[config.mk]
export PLATFORM = sky130hd
export DESIGN_NAME = mac_seq_ctrl_flat
export DESIGN_NICKNAME = d
export VERILOG_FILES = /design/src/rtl/mac_seq_pkg.sv /design/src/rtl/mac_seq_ctrl_if.sv /design/src/rtl/mac_seq_cnt.sv /design/src/rtl/mac_seq_ctrl.sv /design/src/flat_wrapper.sv
export SDC_FILE = /design/constraint.sdc
export NUM_CORES = 1
export LEC_CHECK = 0
export BUFFER_PORTS_ARGS = -buffer_cell sky130_fd_sc_hd__buf_2
export CORE_MARGIN = 2
export CORE_UTILIZATION = 52
export CTS_CLUSTER_DIAMETER = 40
export CTS_CLUSTER_SIZE = 14
export DETAILED_ROUTE_END_ITERATION = 10
export MAX_ROUTING_LAYER = met4
export PLACE_DENSITY = 0.91
export SKIP_LAST_GASP = 1
export SLEW_MARGIN = 40
export SYNTH_ARGS = -nofsm -noshare
export SYNTH_HDL_FRONTEND = slang
export SYNTH_SLANG_ARGS = --single-unit
[constraint.sdc]
create_clock -name clk -period 5.9 [get_ports clk]
set_clock_uncertainty 0.15 [all_clocks]
set_input_delay 0.295 -clock clk [delete_from_list [all_inputs] [get_ports clk]]
set_output_delay 0.295 -clock clk [all_outputs]
set_load 0.005 [all_outputs]
[src/rtl/mac_seq_pkg.sv]
// Shared definitions for the mac_seq_ctrl job sequencer.
//   state_t     : sequencer FSM states
//   DEF_*       : default widths and latencies
//   drain_cyc() : number of drain cycles needed for a given MAC latency
package mac_seq_pkg;

   localparam int unsigned DEF_DATA_W  = 8;
   localparam int unsigned DEF_ACC_W   = 22;
   localparam int unsigned DEF_LEN_W   = 8;
   localparam int unsigned DEF_MAC_LAT = 2;
   localparam int unsigned DEF_TMO_CYC = 64;

   typedef enum logic [2:0] {
      IDLE   = 3'd0,
      CLEAR  = 3'd1,
      STREAM = 3'd2,
      DRAIN  = 3'd3,
      HOLD   = 3'd4
   } state_t;

   // One cycle for the operand register, then the MAC pipeline itself.
   function automatic int unsigned drain_cyc(input int unsigned mac_lat);
      return mac_lat + 1;
   endfunction

endpackage

[src/rtl/mac_seq_ctrl_if.sv]
// Bus bundle between the job/operand source, mac_seq_ctrl and top_mac.
//   job    : start, len, busy
//   stream : in_valid, in_ready, in_a, in_b
//   mac    : mac_clr, mac_a, mac_b, mac_y
//   result : out_valid, out_ready, res, err
// slave modport is the controller view; master is the environment view.
interface mac_seq_ctrl_if
   import mac_seq_pkg::*;
#(
   parameter int unsigned DATA_W = DEF_DATA_W,
   parameter int unsigned ACC_W  = DEF_ACC_W,
   parameter int unsigned LEN_W  = DEF_LEN_W
);
   logic              start;
   logic [LEN_W-1:0]  len;
   logic              busy;
   logic              in_valid;
   logic              in_ready;
   logic [DATA_W-1:0] in_a;
   logic [DATA_W-1:0] in_b;
   logic              mac_clr;
   logic [DATA_W-1:0] mac_a;
   logic [DATA_W-1:0] mac_b;
   logic [ACC_W-1:0]  mac_y;
   logic              out_valid;
   logic              out_ready;
   logic [ACC_W-1:0]  res;
   logic              err;

   modport slave (
      input  start, len, in_valid, in_a, in_b, mac_y, out_ready,
      output busy, in_ready, mac_clr, mac_a, mac_b, out_valid, res, err
   );

   modport master (
      output start, len, in_valid, in_a, in_b, mac_y, out_ready,
      input  busy, in_ready, mac_clr, mac_a, mac_b, out_valid, res, err
   );
endinterface

[src/rtl/mac_seq_cnt.sv]
// Loadable down-counter with zero flag.
//   clk, rst   : clock, synchronous active-high reset
//   i_load     : load i_load_val (has priority over i_dec)
//   i_load_val : value to load
//   i_dec      : decrement by one, saturating at zero
//   o_zero_c   : count is zero (combinational from the count register)
module mac_seq_cnt #(
   parameter int unsigned W = 8
) (
   input  logic         clk,
   input  logic         rst,
   input  logic         i_load,
   input  logic [W-1:0] i_load_val,
   input  logic         i_dec,
   output logic         o_zero_c
);

   logic [W-1:0] r_cnt;

   always_ff @(posedge clk) begin
      if (rst) begin
         r_cnt <= '0;
      end else if (i_load) begin
         r_cnt <= i_load_val;
      end else if (i_dec && (r_cnt != '0)) begin
         r_cnt <= r_cnt - W'(1);
      end
   end

   assign o_zero_c = (r_cnt == '0);

endmodule

[src/rtl/mac_seq_ctrl.sv]
// Job sequencer for the top_mac multiply-accumulate datapath.
// Accepts a job length, clears the MAC, streams len operand pairs into it,
// waits for the MAC pipeline to drain and presents the dot product on a
// valid/ready result port.
//   clk, rst : clock, synchronous active-high reset
//   bus      : mac_seq_ctrl_if.slave (job, stream, mac and result signals)
// Optional feature macro: MAC_SEQ_TIMEOUT_EN (stall timeout abort with err).
module mac_seq_ctrl
   import mac_seq_pkg::*;
#(
   parameter int unsigned DATA_W  = DEF_DATA_W,
   parameter int unsigned ACC_W   = DEF_ACC_W,
   parameter int unsigned LEN_W   = DEF_LEN_W,
`ifdef MAC_SEQ_TIMEOUT_EN
   parameter int unsigned TMO_CYC = DEF_TMO_CYC,
`endif
   parameter int unsigned MAC_LAT = DEF_MAC_LAT
) (
   input logic           clk,
   input logic           rst,
   mac_seq_ctrl_if.slave bus
);

   localparam int unsigned DRAIN_CYC = drain_cyc(MAC_LAT);
   localparam int unsigned DRN_W     = $clog2(DRAIN_CYC + 1);

   state_t            r_state;
   logic [LEN_W-1:0]  r_len;
   logic              r_busy;
   logic              r_in_ready;
   logic              r_mac_clr;
   logic [DATA_W-1:0] r_mac_a;
   logic [DATA_W-1:0] r_mac_b;
   logic              r_out_valid;
   logic [ACC_W-1:0]  r_res;

   logic              w_beat;
   logic              w_beat_zero;
   logic              w_drain_zero;
   logic [LEN_W-1:0]  w_beat_init;

   assign w_beat      = bus.in_valid & r_in_ready;
   assign w_beat_init = r_len - LEN_W'(1);

   // Beat counter: loaded with len-1 in CLEAR, zero marks the last beat.
   mac_seq_cnt #(.W(LEN_W)) u_beat_cnt (
      .clk        (clk),
      .rst        (rst),
      .i_load     (r_state == CLEAR),
      .i_load_val (w_beat_init),
      .i_dec      (w_beat),
      .o_zero_c   (w_beat_zero)
   );

   // Drain counter: preloaded outside DRAIN, zero marks the capture cycle.
   mac_seq_cnt #(.W(DRN_W)) u_drain_cnt (
      .clk        (clk),
      .rst        (rst),
      .i_load     (r_state != DRAIN),
      .i_load_val (DRN_W'(DRAIN_CYC - 1)),
      .i_dec      (r_state == DRAIN),
      .o_zero_c   (w_drain_zero)
   );

`ifdef MAC_SEQ_TIMEOUT_EN
   localparam int unsigned TMO_W = $clog2(TMO_CYC + 1);

   logic r_err;
   logic w_stall_zero;

   // Stall timer: reloaded on every beat and outside STREAM.
   mac_seq_cnt #(.W(TMO_W)) u_stall_cnt (
      .clk        (clk),
      .rst        (rst),
      .i_load     ((r_state != STREAM) || w_beat),
      .i_load_val (TMO_W'(TMO_CYC - 1)),
      .i_dec      ((r_state == STREAM) && !w_beat),
      .o_zero_c   (w_stall_zero)
   );
`endif

   // Sequencer FSM with its registered outputs.
   always_ff @(posedge clk) begin
      if (rst) begin
         r_state     <= IDLE;
         r_len       <= '0;
         r_busy      <= 1'b0;
         r_in_ready  <= 1'b0;
         r_mac_clr   <= 1'b0;
         r_mac_a     <= '0;
         r_mac_b     <= '0;
         r_out_valid <= 1'b0;
         r_res       <= '0;
`ifdef MAC_SEQ_TIMEOUT_EN
         r_err       <= 1'b0;
`endif
      end else begin
         // Idle MAC inputs contribute 0*0 and the clear is a single pulse.
         r_mac_clr <= 1'b0;
         r_mac_a   <= '0;
         r_mac_b   <= '0;
         case (r_state)
            IDLE: begin
               if (bus.start) begin
                  r_len     <= bus.len;
                  r_busy    <= 1'b1;
                  r_mac_clr <= 1'b1;
                  r_state   <= CLEAR;
               end
            end
            CLEAR: begin
               if (r_len == '0) begin
                  r_state <= DRAIN;
               end else begin
                  r_in_ready <= 1'b1;
                  r_state    <= STREAM;
               end
            end
            STREAM: begin
               if (w_beat) begin
                  r_mac_a <= bus.in_a;
                  r_mac_b <= bus.in_b;
                  if (w_beat_zero) begin
                     r_in_ready <= 1'b0;
                     r_state    <= DRAIN;
                  end
               end
`ifdef MAC_SEQ_TIMEOUT_EN
               else if (w_stall_zero) begin
                  r_in_ready  <= 1'b0;
                  r_mac_clr   <= 1'b1;
                  r_err       <= 1'b1;
                  r_res       <= '0;
                  r_out_valid <= 1'b1;
                  r_state     <= HOLD;
               end
`endif
            end
            DRAIN: begin
               if (w_drain_zero) begin
                  r_res       <= bus.mac_y;
                  r_out_valid <= 1'b1;
                  r_state     <= HOLD;
               end
            end
            HOLD: begin
               if (bus.out_ready) begin
                  r_out_valid <= 1'b0;
                  r_busy      <= 1'b0;
`ifdef MAC_SEQ_TIMEOUT_EN
                  r_err       <= 1'b0;
`endif
                  r_state     <= IDLE;
               end
            end
            default: r_state <= IDLE;
         endcase
      end
   end

   assign bus.busy      = r_busy;
   assign bus.in_ready  = r_in_ready;
   assign bus.mac_clr   = r_mac_clr;
   assign bus.mac_a     = r_mac_a;
   assign bus.mac_b     = r_mac_b;
   assign bus.out_valid = r_out_valid;
   assign bus.res       = r_res;
`ifdef MAC_SEQ_TIMEOUT_EN
   assign bus.err       = r_err;
`else
   assign bus.err       = 1'b0;
`endif

endmodule

[src/flat_wrapper.sv]
// flat-port wrapper written by rule: the top's interface ports become plain ports
module mac_seq_ctrl_flat import mac_seq_pkg::*;
#(
   parameter int unsigned DATA_W  = DEF_DATA_W,
   parameter int unsigned ACC_W   = DEF_ACC_W,
   parameter int unsigned LEN_W   = DEF_LEN_W,

   parameter int unsigned MAC_LAT = DEF_MAC_LAT
)
  (clk, rst, bus_start, bus_len, bus_in_valid, bus_in_a, bus_in_b, bus_mac_y, bus_out_ready, bus_busy, bus_in_ready, bus_mac_clr, bus_mac_a, bus_mac_b, bus_out_valid, bus_res, bus_err);
  mac_seq_ctrl_if #(.DATA_W(DATA_W), .ACC_W(ACC_W), .LEN_W(LEN_W)) bus_i ();
  input logic clk;
  input logic rst;
  input wire logic [$bits(bus_i.start)-1:0] bus_start;
  input wire logic [$bits(bus_i.len)-1:0] bus_len;
  input wire logic [$bits(bus_i.in_valid)-1:0] bus_in_valid;
  input wire logic [$bits(bus_i.in_a)-1:0] bus_in_a;
  input wire logic [$bits(bus_i.in_b)-1:0] bus_in_b;
  input wire logic [$bits(bus_i.mac_y)-1:0] bus_mac_y;
  input wire logic [$bits(bus_i.out_ready)-1:0] bus_out_ready;
  output wire logic [$bits(bus_i.busy)-1:0] bus_busy;
  output wire logic [$bits(bus_i.in_ready)-1:0] bus_in_ready;
  output wire logic [$bits(bus_i.mac_clr)-1:0] bus_mac_clr;
  output wire logic [$bits(bus_i.mac_a)-1:0] bus_mac_a;
  output wire logic [$bits(bus_i.mac_b)-1:0] bus_mac_b;
  output wire logic [$bits(bus_i.out_valid)-1:0] bus_out_valid;
  output wire logic [$bits(bus_i.res)-1:0] bus_res;
  output wire logic [$bits(bus_i.err)-1:0] bus_err;
  assign bus_i.start = bus_start;
  assign bus_i.len = bus_len;
  assign bus_i.in_valid = bus_in_valid;
  assign bus_i.in_a = bus_in_a;
  assign bus_i.in_b = bus_in_b;
  assign bus_i.mac_y = bus_mac_y;
  assign bus_i.out_ready = bus_out_ready;
  assign bus_busy = bus_i.busy;
  assign bus_in_ready = bus_i.in_ready;
  assign bus_mac_clr = bus_i.mac_clr;
  assign bus_mac_a = bus_i.mac_a;
  assign bus_mac_b = bus_i.mac_b;
  assign bus_out_valid = bus_i.out_valid;
  assign bus_res = bus_i.res;
  assign bus_err = bus_i.err;
  mac_seq_ctrl #(.DATA_W(DATA_W), .ACC_W(ACC_W), .LEN_W(LEN_W), .MAC_LAT(MAC_LAT)) u_core (.clk(clk), .rst(rst), .bus(bus_i));
endmodule
# --- After elaboration in Yosys (flattened, before gate mapping) ---
# Index checks and enable logic that the tools add are counted.
totals:
  input_bits: 51
  regBits: 63
op_classes:
  add_sub_neg: 3
  reduce_logical: 22
  n_mux: 21
  eq_ne: 11
  n_bitwise: 4
ops:
  columns: ["op", "n"]
  rows:
  - ["logical NOT 8 bit", 2]
  - ["two-way mux 8 bit", 2]
  - ["subtractor 8 x 1 -> 8 bit, second input constant", 2]
  - ["two-way mux 3 bit", 5]
  - ["one-hot mux 3 bit (5 select lines)", 1]
  - ["nonzero test 2 bit", 6]
  - ["!= test 2 bit, second input constant", 5]
  - ["two-way mux 1 bit", 8]
  - ["nonzero test 8 bit", 1]
  - ["== test 3 x 2 -> 1 bit, second input constant", 2]
  - ["one-hot mux 1 bit (2 select lines)", 3]
  - ["AND reduction 3 bit", 2]
  - ["AND reduction 5 bit", 1]
  - ["two-way mux 2 bit", 2]
  - ["AND reduction 2 bit", 2]
  - ["AND reduction 4 bit", 1]
  - ["OR reduction 2 bit", 2]
  - ["== test 3 x 1 -> 1 bit, second input constant", 1]
  - ["== test 3 bit, second input constant", 1]
  - ["logical NOT 3 bit", 1]
  - ["!= test 3 x 2 -> 1 bit, second input constant", 1]
  - ["NOT 1 bit", 3]
  - ["OR reduction 3 bit", 1]
  - ["logical AND 1 bit", 2]
  - ["other kinds (4)", 4]

# --- Depth between registers and ports, before layout ---
# Gate-level depths: netlist of run 1.
logic_depth:
  word_depth: 4
  depth_mapped: 10
  depth_no_buf: 8

# --- By module ---
# A second synthesis of run 1 with hierarchy kept.
unflattened:
  hier_cells: 303
  area_unflattened_um2: 2677.6
modules_own_cells:
  columns: ["module", "n_inst", "seq_area_each_um2", "area_each_um2", "cells_each"]
  rows:
  - ["mac_seq_ctrl", 1, 1061.0, 2035.7, 230]
  - ["mac_seq_cnt (u_core.u_beat_cnt)", 1, 160.2, 515.5, 59]
  - ["mac_seq_cnt (u_core.u_drain_cnt)", 1, 40.0, 126.4, 14]

# --- Worst setup path before layout of run 1 ---
# OpenSTA, ideal clock, no wires.
synth_path:
  path_kind: "register to register"
  from: "reg u_core.r_state[2]"
  to: "reg u_core.u_beat_cnt.r_cnt[6]"
  required_time_ps: 5631
  path_slack_ps: 2909
  path_stages_with_launch: 10
  synth_period_minus_slack_ps: 2991
  arrival_ps: 2722
  setup_time_ps: 119
  path_cell_list: "dfxtp_1 buf_2 nor3b_1 clkbuf_1 mux2i_1 ha_1 or3b_4 o31a_1 o32a_1 o221a_1"
synth_via:
  elab_chain_cells: 2
synth_rtl:
  columns: ["element", "line", "rtl"]
  rows:
  - ["from (decl)", "mac_seq_ctrl.sv:27", "state_t r_state;"]
  - ["from (signal assigned)", "mac_seq_ctrl.sv:85", "r_state <= IDLE;"]
  - ["from (signal assigned)", "mac_seq_ctrl.sv:108", "r_state <= CLEAR;"]
  - ["from (signal assigned)", "mac_seq_ctrl.sv:113", "r_state <= DRAIN;"]
  - ["== test 3 x 1 -> 1 bit (*)", "mac_seq_ctrl.sv:49", ".i_load (r_state == CLEAR),"]
  - ["two-way mux 8 bit or nonzero test 2 bit (tied branches)", null, null]
  - ["to (signal assigned)", "mac_seq_cnt.sv:24", "r_cnt <= i_load_val;"]
  - ["to (signal assigned)", "mac_seq_cnt.sv:26", "r_cnt <= r_cnt - W'(1);"]
  - ["to (decl)", "mac_seq_cnt.sv:18", "logic [W-1:0] r_cnt;"]
# Every way passes the cells marked *; elsewhere a longest branch is shown, timed or not.
# A chain may end at the register's enable or synchronous reset.

# --- Final worst setup path of run 1 ---
layout_path:
  from: "reg u_core.r_state[0]"
  to: "reg u_core.u_beat_cnt.r_cnt[6]"
# Same word-level chain as after synthesis.

==> metrics.md, run 1 <==
| Metric | Value |
|---|---|
| Status | `completed` |
| Reg area | `0.001261 mm2` |
| Critical path's slowest cell | `or3b_2` |
| Crit path launch | `u_core.r_state[0]$_SDFFE_PP0P_` |
| Core box area | `0.004692 mm2` |
| Largest delay share family, worst path | `simple AND/OR/NAND/NOR gates` |
| Via/cell ratio | `5.317` |
| DR DRC count | `0` |
| Mapped cell area | `0.002497 mm2` |
| Crit end category | `flip-flop` |
| Detail Route Antenna Nets | `0` |
| Fmax | `331.7 MHz` |
| First-pass GRT wire length | `8.983 mm` |
| Hold Path Class | `input pin to flip-flop` |
| Max IR drop VDD | `0.2129 mV` |
| DRT Pass-1 Iters | `4` |
| ANT cells | `0` |
| Unrepaired setup endpoints after global routing | `false` |
| DP HPWL | `3.885 mm` |
| Main synth FF type | `dfxtp_1` |
| Max_slew headroom | `44.69%` |
| CP required | `5980 ps` |
| Max_cap viols | `0` |
| Minimum clock period | `3015 ps` |
| Vias post-DR | `2345` |
| FF-to-FF Start | `u_core.r_state[0]$_SDFFE_PP0P_` |
| Avg WL per Cell | `12.87 um` |
| Seq cells post-synth | `63` |
| Initial antenna violation count | `0` |
| Die height | `73.30 um` |
| Crit share post-route | `51.10%` |
| Core Rows | `25` |
| Post-synthesis sequential area ratio | `50.50%` |
| Layout cells sized above 1 | `31.52%` |
| Port Buffer Count | `92` |
| P&R area growth vs syn | `29.81%` |
| Number of global-route vias before repair | `2107` |
| Initial Util | `53.23%` |
| Filler cells | `405` |
| Yosys cell types | `53` |
| GPL Wtd Cong | `0.8504` |
| Clk buf depth | `2` |
| Post-CTS setup buffers | `0` |
| Setup crit start kind | `flip-flop` |
| CP cell instances | `or3b_2 -> a21oi_1 -> ha_1 -> or3b_1 -> nor3_1 -> mux2_2 -> o221a_1` |
| Setup TNS | `0 ps` |
| Max Slew Vio Count | `0` |
| Final nets | `435` |
| Die ar. | `0.005373 mm2` |
| Mapped Avg Cell Area | `8.732 um2` |
| Hold Buf Count CTS | `8` |
| Largest net degree at the start of global routing | `47` |
| Ys async rst share | `0%` |
| CTS root buf | `clkbuf_8` |
| Max incr delay on CP | `600 ps` |
| GRT Total Usage | `22.37%` |
| Die X | `73.30 um` |
| Hold Startpoint | `bus_in_b[7]` |
| Cell count after synthesis | `286` |
| Final setup viols | `0` |
| Post-synth EDFFs | `0` |
| Multi-input logic area | `0.001150 mm2` |
| Worst Path Max Fanout | `10` |
| Gr ovfl total | `0` |
| Worst-path clk slew | `70 ps` |
| CTS tree | `built` |
| Power Total | `0.001173 W` |
| Ys Warns | `0` |
| Mapped Nets | `339` |
| Htree depth | `3` |
| Clock sinks | `63` |
| Post-CTS sizing | `0` |
| Initial drt markers | `100` |
| Final WL | `5.676 mm` |
| Ports | `94` |
| Leak | `1.449 nW` |
| Total CTS buffers | `9` |
| CP bufs+invs | `0` |
| CP Class | `flip-flop to flip-flop` |
| Worst-Margin Slew | `829.7 ps` |
| Final hold violations | `0` |
| Later-pin clock latency in the skew report | `340 ps` |
| Worst Path Arrival | `3100 ps` |
| PwrDens | `361.7 mW/mm2` |
## layout make-up
cell class / instances / area share (%)
Timing Repair Buffer: 102 / 17.14
Multi-Input combinational cell: 201 / 35.47
Clock inverter: 6 / 1.891
Clock buffer: 10 / 3.937
Sequential cell: 63 / 38.90
Inverter: 5 / 0.5789
Tap cell: 54 / 2.084
## cells by family after synthesis
group,share of synthesized area [%]
other,0.1502
xor gates and xnor gates,1.753
muxes,1.703
AOI/OAI and AO/OA,15.03
DFF,50.50
buffers and inverters,3.657
adders and majority gates,1.002
and+or+nand+nor,26.20
## report_power, final
group	internal, W	switching [W]	total [W]
clock	0.000193	0.000165	0.000359
combinational	0.000143	0.000153	0.000297
sequential	0.000468	0.0000498	0.000517
total	0.000804	0.000368	0.00117
## cells in the final DEF (no fill, tap or decap), drive strengths merged, types with 2 or more instances in the layout
cell and instances:
a211o 2, a211oi 4, a21oi 39, a31oi 2, and2 18, and3 3
buf 94, clkbuf 10, clkinv 4, dfxtp 63, dlygate4sd3 8, ha 2
inv 5, mux2 2, mux2i 2, nand2 66, nand3b 2, nand4 2
nor2 9, nor3 7, nor4 5, o21ai 3, o31a 2, or3 3
or3b 4, or4 2, xnor2 5
## through the flow
stage | setup WS (ps) | util [%] | std cells | hold slack (ps) | instance area (um2)
6_report | 2885 | 69.09 | 441 | 14.33 | 3242
3_3_place_gp | 2988 | 63.36 | 417 | 289.5 | 2973
2_1_floorplan | 2909 | - | 286 | 266.7 | 2497
5_1_grt | 2740 | 69.09 | 441 | 1.991 | 3242
4_1_cts | 2911 | 69.09 | 441 | 0.7623 | 3242
3_5_place_dp | 2923 | 63.36 | 417 | 293.8 | 2973
## worst reg2reg max path, delay by kind of cell, from the launching register on
kind | cells | cell delay (ps)
compound gates | 2 | 430
fa+ha+maj | 1 | 250
flops | 1 | 470
mux | 1 | 370
simple gates | 3 | 1250
## final timing paths
path,slack (ps),end,cells past startpoint
worst max-delay path,2890,u_core.u_beat_cnt.r_cnt[6]$_SDFFE_PP0P_,7
worst min-delay path,10,u_core.bus.mac_b[7]$_SDFF_PP0_,2
worst max register to register,2890,u_core.u_beat_cnt.r_cnt[6]$_SDFFE_PP0P_,7
worst min register to register,300,u_core.bus.res[2]$_SDFFE_PP0P_,2
## metal layers
| layer | GRT usage, % | up-vias | routed length, um |
|---|---|---|---|
| li1 | - | 1175 | - |
| met1 | 25.63 | 1063 | 2455 |
| met2 | 35.44 | 93 | 2688 |
| met3 | 4.938 | 14 | 350 |
| met4 | 14.14 | 0 | 180 |
| met5 | - | - | 0 |
## registers in the layout, indices dropped and copies added (netlist names)
name and count:
u_core.bus.busy 1, u_core.bus.in_ready 1, u_core.r_state 3, u_core.bus.mac_clr 1, u_core.r_len 8, u_core.bus.res 22
u_core.u_drain_cnt.r_cnt 2, u_core.u_beat_cnt.r_cnt 8, u_core.bus.mac_b 8, u_core.bus.mac_a 8, u_core.bus.out_valid 1
## cells in the mapped netlist (3+ instances only)
master,number,area (um2)
nand2_1,66,247.7
and3_1,3,18.77
dfxtp_1,63,1261
nor3_1,6,30.03
nor2_1,9,33.78
a21oi_1,38,190.2
nor4_1,4,25.02
a211oi_1,4,30.03
or3_1,3,18.77
o21ai_0,3,15.01
xnor2_1,5,43.79
and2_1,18,112.6
clkbuf_1,11,41.29
inv_1,5,18.77
Note: power is estimated with default switching activity, not from simulation.
==> run 2: changes to the inputs <==
--- a/config.mk
+++ b/config.mk
@@ -7,12 +7,12 @@
 export LEC_CHECK = 0
 export BUFFER_PORTS_ARGS = -buffer_cell sky130_fd_sc_hd__buf_2
 export CORE_MARGIN = 2
-export CORE_UTILIZATION = 52
+export CORE_UTILIZATION = 48
 export CTS_CLUSTER_DIAMETER = 40
 export CTS_CLUSTER_SIZE = 14
 export DETAILED_ROUTE_END_ITERATION = 10
 export MAX_ROUTING_LAYER = met4
-export PLACE_DENSITY = 0.91
+export PLACE_DENSITY = 0.85
 export SKIP_LAST_GASP = 1
 export SLEW_MARGIN = 40
 export SYNTH_ARGS = -nofsm -noshare
==> constraint.sdc (replaced) <==
create_clock -name clk -period 3 [get_ports clk]
set_clock_uncertainty 0.15 [all_clocks]
set_input_delay 0.15 -clock clk [delete_from_list [all_inputs] [get_ports clk]]
set_output_delay 0.15 -clock clk [all_outputs]
set_load 0.005 [all_outputs]
==> run 2 against run 1 <==
Net effect:
- flip-flop and latch count unchanged
- clock power rose by 130%
- routed wire length increased by 23%
- first-iteration DRC count increased by 9.0%
- total power up 110%
- sequential share of layout area is 4.9 points lower
- via count up 8.9%
- hold slack improved by 76 ps
- die area increased by 7.9%
- critical path type unchanged
- critical endpoint unchanged
- largest power group unchanged
==> metrics.md, run 2 (synthesis gave the netlist of run 1 again) <==
| Metric | Value |
|---|---|
| Status | `completed` |
| Detail Route Antenna Nets | `0 (unchanged)` |
| Crit end category | `flip-flop` |
| Largest net degree at the start of global routing | `47 (unchanged)` |
| Initial Util | `49.21% (-4.0 points)` |
| Vias post-DR | `2554 (+8.9%)` |
| Net switching power | `0.0007528 W (+100%)` |
| Core Rows | `26 (+4.0%)` |
| GRT Total Usage | `25.41% (+3.0 points)` |
| Worst-path clk slew | `70 ps (about the same)` |
| Reg2Reg Depth | `9 (+2)` |
| Min-Delay Path Depth | `4 (+2)` |
| Gate power share | `25.3% (about the same)` |
| Worst Path Max Fanout | `12 (+2)` |
| Core box area | `0.005075 mm2 (+8.2%)` |
| Final setup viols | `0 (unchanged)` |
| Gr ovfl total | `0 (unchanged)` |
| CP required | `3080 ps (-2900 ps)` |
| Port Buffer Count | `92 (unchanged)` |
| P_int | `0.001735 W (+120%)` |
| Hold WS | `90.20 ps (+75.86 ps)` |
| Power Total | `0.002488 W (+110%)` |
| Final core utilization | `73.10% (+4.0 points)` |
| Die ar. | `0.005796 mm2 (+7.9%)` |
| Filler cells | `366 (-9.6%)` |
| Crit share post-route | `93.75% (+43 points)` |
| Final WL | `6.956 mm (+23%)` |
| DR DRC count | `0 (unchanged)` |
| Clock share of power | `33.7% (+3.1 points)` |
| Placed cell count | `435 (+4.3%)` |
| Via/cell ratio | `5.129 (-3.6%)` |
| Minimum clock period | `2812 ps (-202.6 ps)` |
| Ports | `94 (unchanged)` |
| CTS tree | `built` |
| PwrDens | `670.7 mW/mm2 (+85%)` |
| Unrepaired setup endpoints after global routing | `false` |
| CTS root buf | `clkbuf_8` |
| Max IR drop VDD | `0.5272 mV (+150%)` |
| Worst-Margin Slew | `830.1 ps (+0.4094 ps)` |
| Commonest non-fill, non-tap cell in the layout | `buf_2` |
| Initial drt markers | `109 (+9.0%)` |
| Setup TNS | `0 ps (unchanged)` |
| GPL Wtd Cong | `0.8536 (+0.38%)` |
| Commonest non-fill, non-tap cells in the layout | `buf_2, nand2_1, dfxtp_1` |
| DP HPWL | `3.916 mm (+0.79%)` |
| Max_slew headroom | `44.66% (about the same)` |
| Final hold violations | `0 (unchanged)` |
| CP Class | `flip-flop to flip-flop` |
| Layout cells sized above 1 | `29.44% (-2.1 points)` |
| ANT cells | `0 (unchanged)` |
| Final nets | `476 (+9.4%)` |
| Max Slew Vio Count | `0 (unchanged)` |
| Clock sinks | `63 (unchanged)` |
| Worst Path Arrival | `2890 ps (-210 ps)` |
| First-pass GRT wire length | `11.44 mm (+27%)` |
| Initial antenna violation count | `0 (unchanged)` |
| Max_cap viols | `0 (unchanged)` |
| Avg WL per Cell | `13.97 um (+8.5%)` |
| Sw Ratio | `30.25% (-1.1 points)` |
| Setup crit start kind | `flip-flop` |
| Fmax | `355.6 MHz (+7.2%)` |
| Die X | `76.13 um (+3.9%)` |
| Total CTS buffers | `9 (unchanged)` |
| Later-pin clock latency in the skew report | `340 ps (about the same)` |
| Leak | `1.635 nW (+13%)` |
| Number of global-route vias before repair | `2428 (+15%)` |
| P&R area growth vs syn | `48.55%` |
| Max reg flops | `22 (unchanged)` |
| Htree depth | `3 (unchanged)` |
| Reg power frac | `41.0% (-3.1 points)` |
| Non-Filler Instances | `498 (+13%)` |
| Die height | `76.13 um (+3.9%)` |
| Clk buf depth | `2 (unchanged)` |
| DRT Pass-1 Iters | `6 (+2)` |
| Hold Path Class | `input pin to flip-flop` |
[run 2: worst paths after layout]
path	startpoint	end	slack, ps
hold reg to reg	u_core.bus.res[12]$_SDFFE_PP0P_	u_core.bus.res[12]$_SDFFE_PP0P_	310
hold / removal	bus_start	u_core.bus.busy$_SDFFE_PP0P_	90
setup / recovery	u_core.r_state[1]$_SDFFE_PP0P_	u_core.u_beat_cnt.r_cnt[6]$_SDFFE_PP0P_	190
setup reg to reg	u_core.r_state[1]$_SDFFE_PP0P_	u_core.u_beat_cnt.r_cnt[6]$_SDFFE_PP0P_	190
[run 2: timing repair]
action | in CTS | in global routing
hold buffers | 47 | 0
gates resized for setup | 0 | 1
endpoints found under the hold margin | 48 | 0
setup buffers | 0 | 0
setup endpoints to repair | 0 | 1
[run 2: per-stage QoR]
step,setup slack [ps],instance area [um2]
CTS,140.9,3709
detailed placement,154.1,3008
global placement,242.3,3008
floorplan,9.288,2497
global route,16.01,3710
finish,187.6,3710
[run 2: layout make-up]
cell class | instances | area (um2) | area share, %
multi-input combinational | 201 | 1150 | 30.99
clock buffer | 10 | 137.6 | 3.710
clock inverter | 6 | 92.59 | 2.496
inverter | 5 | 18.77 | 0.5059
sequential | 63 | 1262 | 34.03
timing repair buffer | 143 | 960.9 | 25.90
tap | 70 | 87.58 | 2.361
[run 2: critical path, cell delays in order (launching register included)]
cell and delay, ps:
dfxtp_1 440, nor3b_1 110, buf_4 190, and2_1 170, a21oi_1 140, ha_1 250, or3b_4 420, o31a_1 270
o32a_1 340, o221a_1 220
[run 2: layer usage]
metal	vias to the layer above	share of wire, %	track usage [%]	wire (um)
met3	23	5.3	4.739	370
met1	1164	43	29.93	2971
met5	-	0	-	0
li1	1263	-	-	-
met2	104	49	40.98	3375
met4	0	3.4	14.55	238
[run 2: power groups by stage]
stage / Sequential (W) / Clock (W) / Combinational (W)
final: 0.00102 / 0.000839 / 0.000629
after global routing: 0.00103 / 0.000894 / 0.000698
after CTS: 0.00102 / 0.000849 / 0.000623
after detailed placement: 0.00103 / 0 / 0.000572
after global placement: 0.00103 / 0 / 0.000559
after floorplan: 0.00100 / 0 / 0.000450
==> run 3: changes to the inputs <==
--- a/config.mk
+++ b/config.mk
@@ -12,7 +12,7 @@
 export CTS_CLUSTER_SIZE = 14
 export DETAILED_ROUTE_END_ITERATION = 10
 export MAX_ROUTING_LAYER = met4
-export PLACE_DENSITY = 0.85
+export PLACE_DENSITY = 0.78
 export SKIP_LAST_GASP = 1
 export SLEW_MARGIN = 40
 export SYNTH_ARGS = -nofsm -noshare
==> run 3 against run 2 <==
Net effect:
- global-route usage grew 0.59 points
- core utilization shrank 0.94 points
- setup slack lost 28 ps
- hold slack lost 18 ps
- final area shrank 1.3%
- clock power shrank 22%
- sequential power is essentially flat
- critical path depth is the same
- flip-flop and latch count is the same
- final cell count is the same
- clock-buffer cell count grew 1
- register-to-register slack lost 30 ps
- largest cell class unchanged
- highest routed layer unchanged
==> metrics.md, run 3 (synthesis gave the netlist of run 1 again) <==
| Metric | Value |
|---|---|
| Status | `completed` |
| Largest delay share family, worst path | `compound AO/OA/AOI/OAI gates` |
| CP required | `3080 ps (about the same)` |
| Cell area after layout | `0.003662 mm2 (-1.3%)` |
| Minimum clock period | `2840 ps (+27.69 ps)` |
| GRT Total Usage | `26.00% (+0.59 points)` |
| Max IR drop VDD | `0.3939 mV (-25%)` |
| GPL Wtd Cong | `0.8438 (-1.1%)` |
| Setup crit start kind | `flip-flop` |
| Gr ovfl total | `0 (unchanged)` |
| Worst-Margin Slew | `813.6 ps (-16.42 ps)` |
| Max incr delay on CP | `460 ps (+20 ps)` |
| CP cell instances | `nor3b_1 -> buf_4 -> and2_1 -> a21oi_1 -> ha_1 -> or3b_4 -> o31a_1 -> o32a_1 -> o221a_1` |
| Die height | `76.13 um (unchanged)` |
| Die ar. | `0.005796 mm2 (unchanged)` |
| Port Buffer Count | `92 (unchanged)` |
| Final nets | `476 (unchanged)` |
| Worst Path Arrival | `2920 ps (+30 ps)` |
| Power Total | `0.002313 W (-7.0%)` |
| Crit share post-route | `94.67% (+0.92 points)` |
| Leak | `1.615 nW (-1.3%)` |
| Max Slew Vio Count | `0 (unchanged)` |
| Hold Path Class | `input pin to flip-flop` |
| Avg WL per Cell | `13.67 um (-2.1%)` |
| Initial Util | `49.21% (unchanged)` |
| Critical path's slowest cell | `dfxtp_1` |
| Core box area | `0.005075 mm2 (unchanged)` |
| Number of global-route vias before repair | `2507 (+3.3%)` |
| Total CTS buffers | `9 (unchanged)` |
| Commonest non-fill, non-tap cell in the layout | `buf_2` |
| Commonest non-fill, non-tap cells in the layout | `buf_2, nand2_1, dfxtp_1` |
| Max_cap viols | `0 (unchanged)` |
| Detail Route Antenna Nets | `0 (unchanged)` |
| Unrepaired setup endpoints after global routing | `false` |
| CP bufs+invs | `1 (unchanged)` |
| Later-pin clock latency in the skew report | `340 ps (about the same)` |
| Fmax | `352.1 MHz (-0.98%)` |
| CTS root buf | `clkbuf_8` |
| Via/cell ratio | `5.082 (-0.90%)` |
| PwrDens | `631.6 mW/mm2 (-5.8%)` |
| Final hold violations | `0 (unchanged)` |
| P&R area growth vs syn | `46.64%` |
| Die X | `76.13 um (unchanged)` |
| DP HPWL | `3.858 mm (-1.5%)` |
| Met1 Track Usage GR | `29.38% (-0.55 points)` |
| Initial drt markers | `121 (+11%)` |
| Clock sinks | `63 (unchanged)` |
| Met2 Resource Use GR | `43.66% (+2.7 points)` |
| CP Class | `flip-flop to flip-flop` |
| DRT Pass-1 Iters | `4 (-2)` |
| Crit end category | `flip-flop` |
| GRT busiest layer | `met2` |
| Vias post-DR | `2531 (-0.90%)` |
| Layout cells sized above 1 | `29.44% (unchanged)` |
| Core Rows | `26 (unchanged)` |
| Worst-path clk slew | `70 ps (about the same)` |
| CTS tree | `built` |
| First-pass GRT wire length | `11.55 mm (+0.96%)` |
| Htree depth | `3 (unchanged)` |
| Worst Path Max Fanout | `12 (unchanged)` |
| M3 GR Usage | `6.517% (+1.8 points)` |
| Clk buf depth | `2 (unchanged)` |
| ANT cells | `0 (unchanged)` |
| Initial antenna violation count | `0 (unchanged)` |
| Setup TNS | `0 ps (unchanged)` |
| Max_slew headroom | `45.62% (+0.95 points)` |
| Placed inst area | `0.003008 mm2 (unchanged)` |
| Final WL | `6.807 mm (-2.1%)` |
| DR DRC count | `0 (unchanged)` |
| R2R setup slack | `160 ps (-30 ps)` |
| Largest net degree at the start of global routing | `47 (unchanged)` |
| Ports | `94 (unchanged)` |
| Max reg flops | `22 (unchanged)` |
| Final setup viols | `0 (unchanged)` |
## run 3: cell count changes in the layout (fill, tap and decap cells not counted), sizes merged
cell / previous run / this run
clkbuf: 10 / 11
bufinv: 2 / 0
clkinv: 1 / 3
inv: 6 / 5
## run 3: path summary, 6_finish.rpt
kind         depth (start not counted)                       startpoint                                       to
max                                  9   u_core.r_state[1]$_SDFFE_PP0P_  u_core.u_beat_cnt.r_cnt[6]$_SDFFE_PP0P_
min                                  5                     bus_in_valid         u_core.bus.in_ready$_SDFFE_PP0P_
max reg2reg                          9   u_core.r_state[1]$_SDFFE_PP0P_  u_core.u_beat_cnt.r_cnt[6]$_SDFFE_PP0P_
min reg2reg                          2  u_core.bus.res[18]$_SDFFE_PP0P_          u_core.bus.res[18]$_SDFFE_PP0P_
## run 3: power breakdown
part	internal (W)	total, W	switching, W
combinational	0.000324	0.000640	0.000316
clock	0.000320	0.000652	0.000332
sequential	0.000921	0.00102	0.000100
## run 3: what timing repair did
action / in CTS / in global routing
hold buffers: 47 / 0
gates resized for setup: 0 / 2
buffers inserted: 0 / 0
setup endpoints to repair: 0 / 1
endpoints found under the hold margin: 48 / 0
## run 3: per-stage QoR
stage | hold slack, ps | util, % | cells | setup slack (ps)
CTS | 61.81 | 71.99 | 498 | 104.3
floorplan | 121.7 | - | 286 | 9.288
global route | 120.0 | 72.16 | 498 | 22.69
detailed placement | 201.1 | 59.27 | 435 | 136.9
finish | 72.45 | 72.16 | 498 | 159.9
global placement | 199.7 | 59.27 | 435 | 229.6
## run 3: layout make-up
class                           instances  area, um2
Clock inverter                          5      33.78
Multi-Input combinational cell        201       1155
Timing Repair Buffer                  143      963.4
Tap cell                               70      87.58
Sequential cell                        63       1262
Inverter                                5      18.77
Fill cell                             396       1413
Clock buffer                           11      141.4
## run 3: worst reg2reg max path, cell delays in order (launching register included)
cell and delay (ps):
dfxtp_1 460, nor3b_1 120, buf_4 200, and2_1 170, a21oi_1 130, ha_1 250
or3b_4 430, o31a_1 270, o32a_1 330, o221a_1 220
## run 3: layer usage
layer | share of wire (%) | vias up
met5 | 0 | -
met4 | 2.2 | 0
met3 | 5.8 | 14
met2 | 51 | 96
met1 | 41 | 1164
li1 | - | 1257
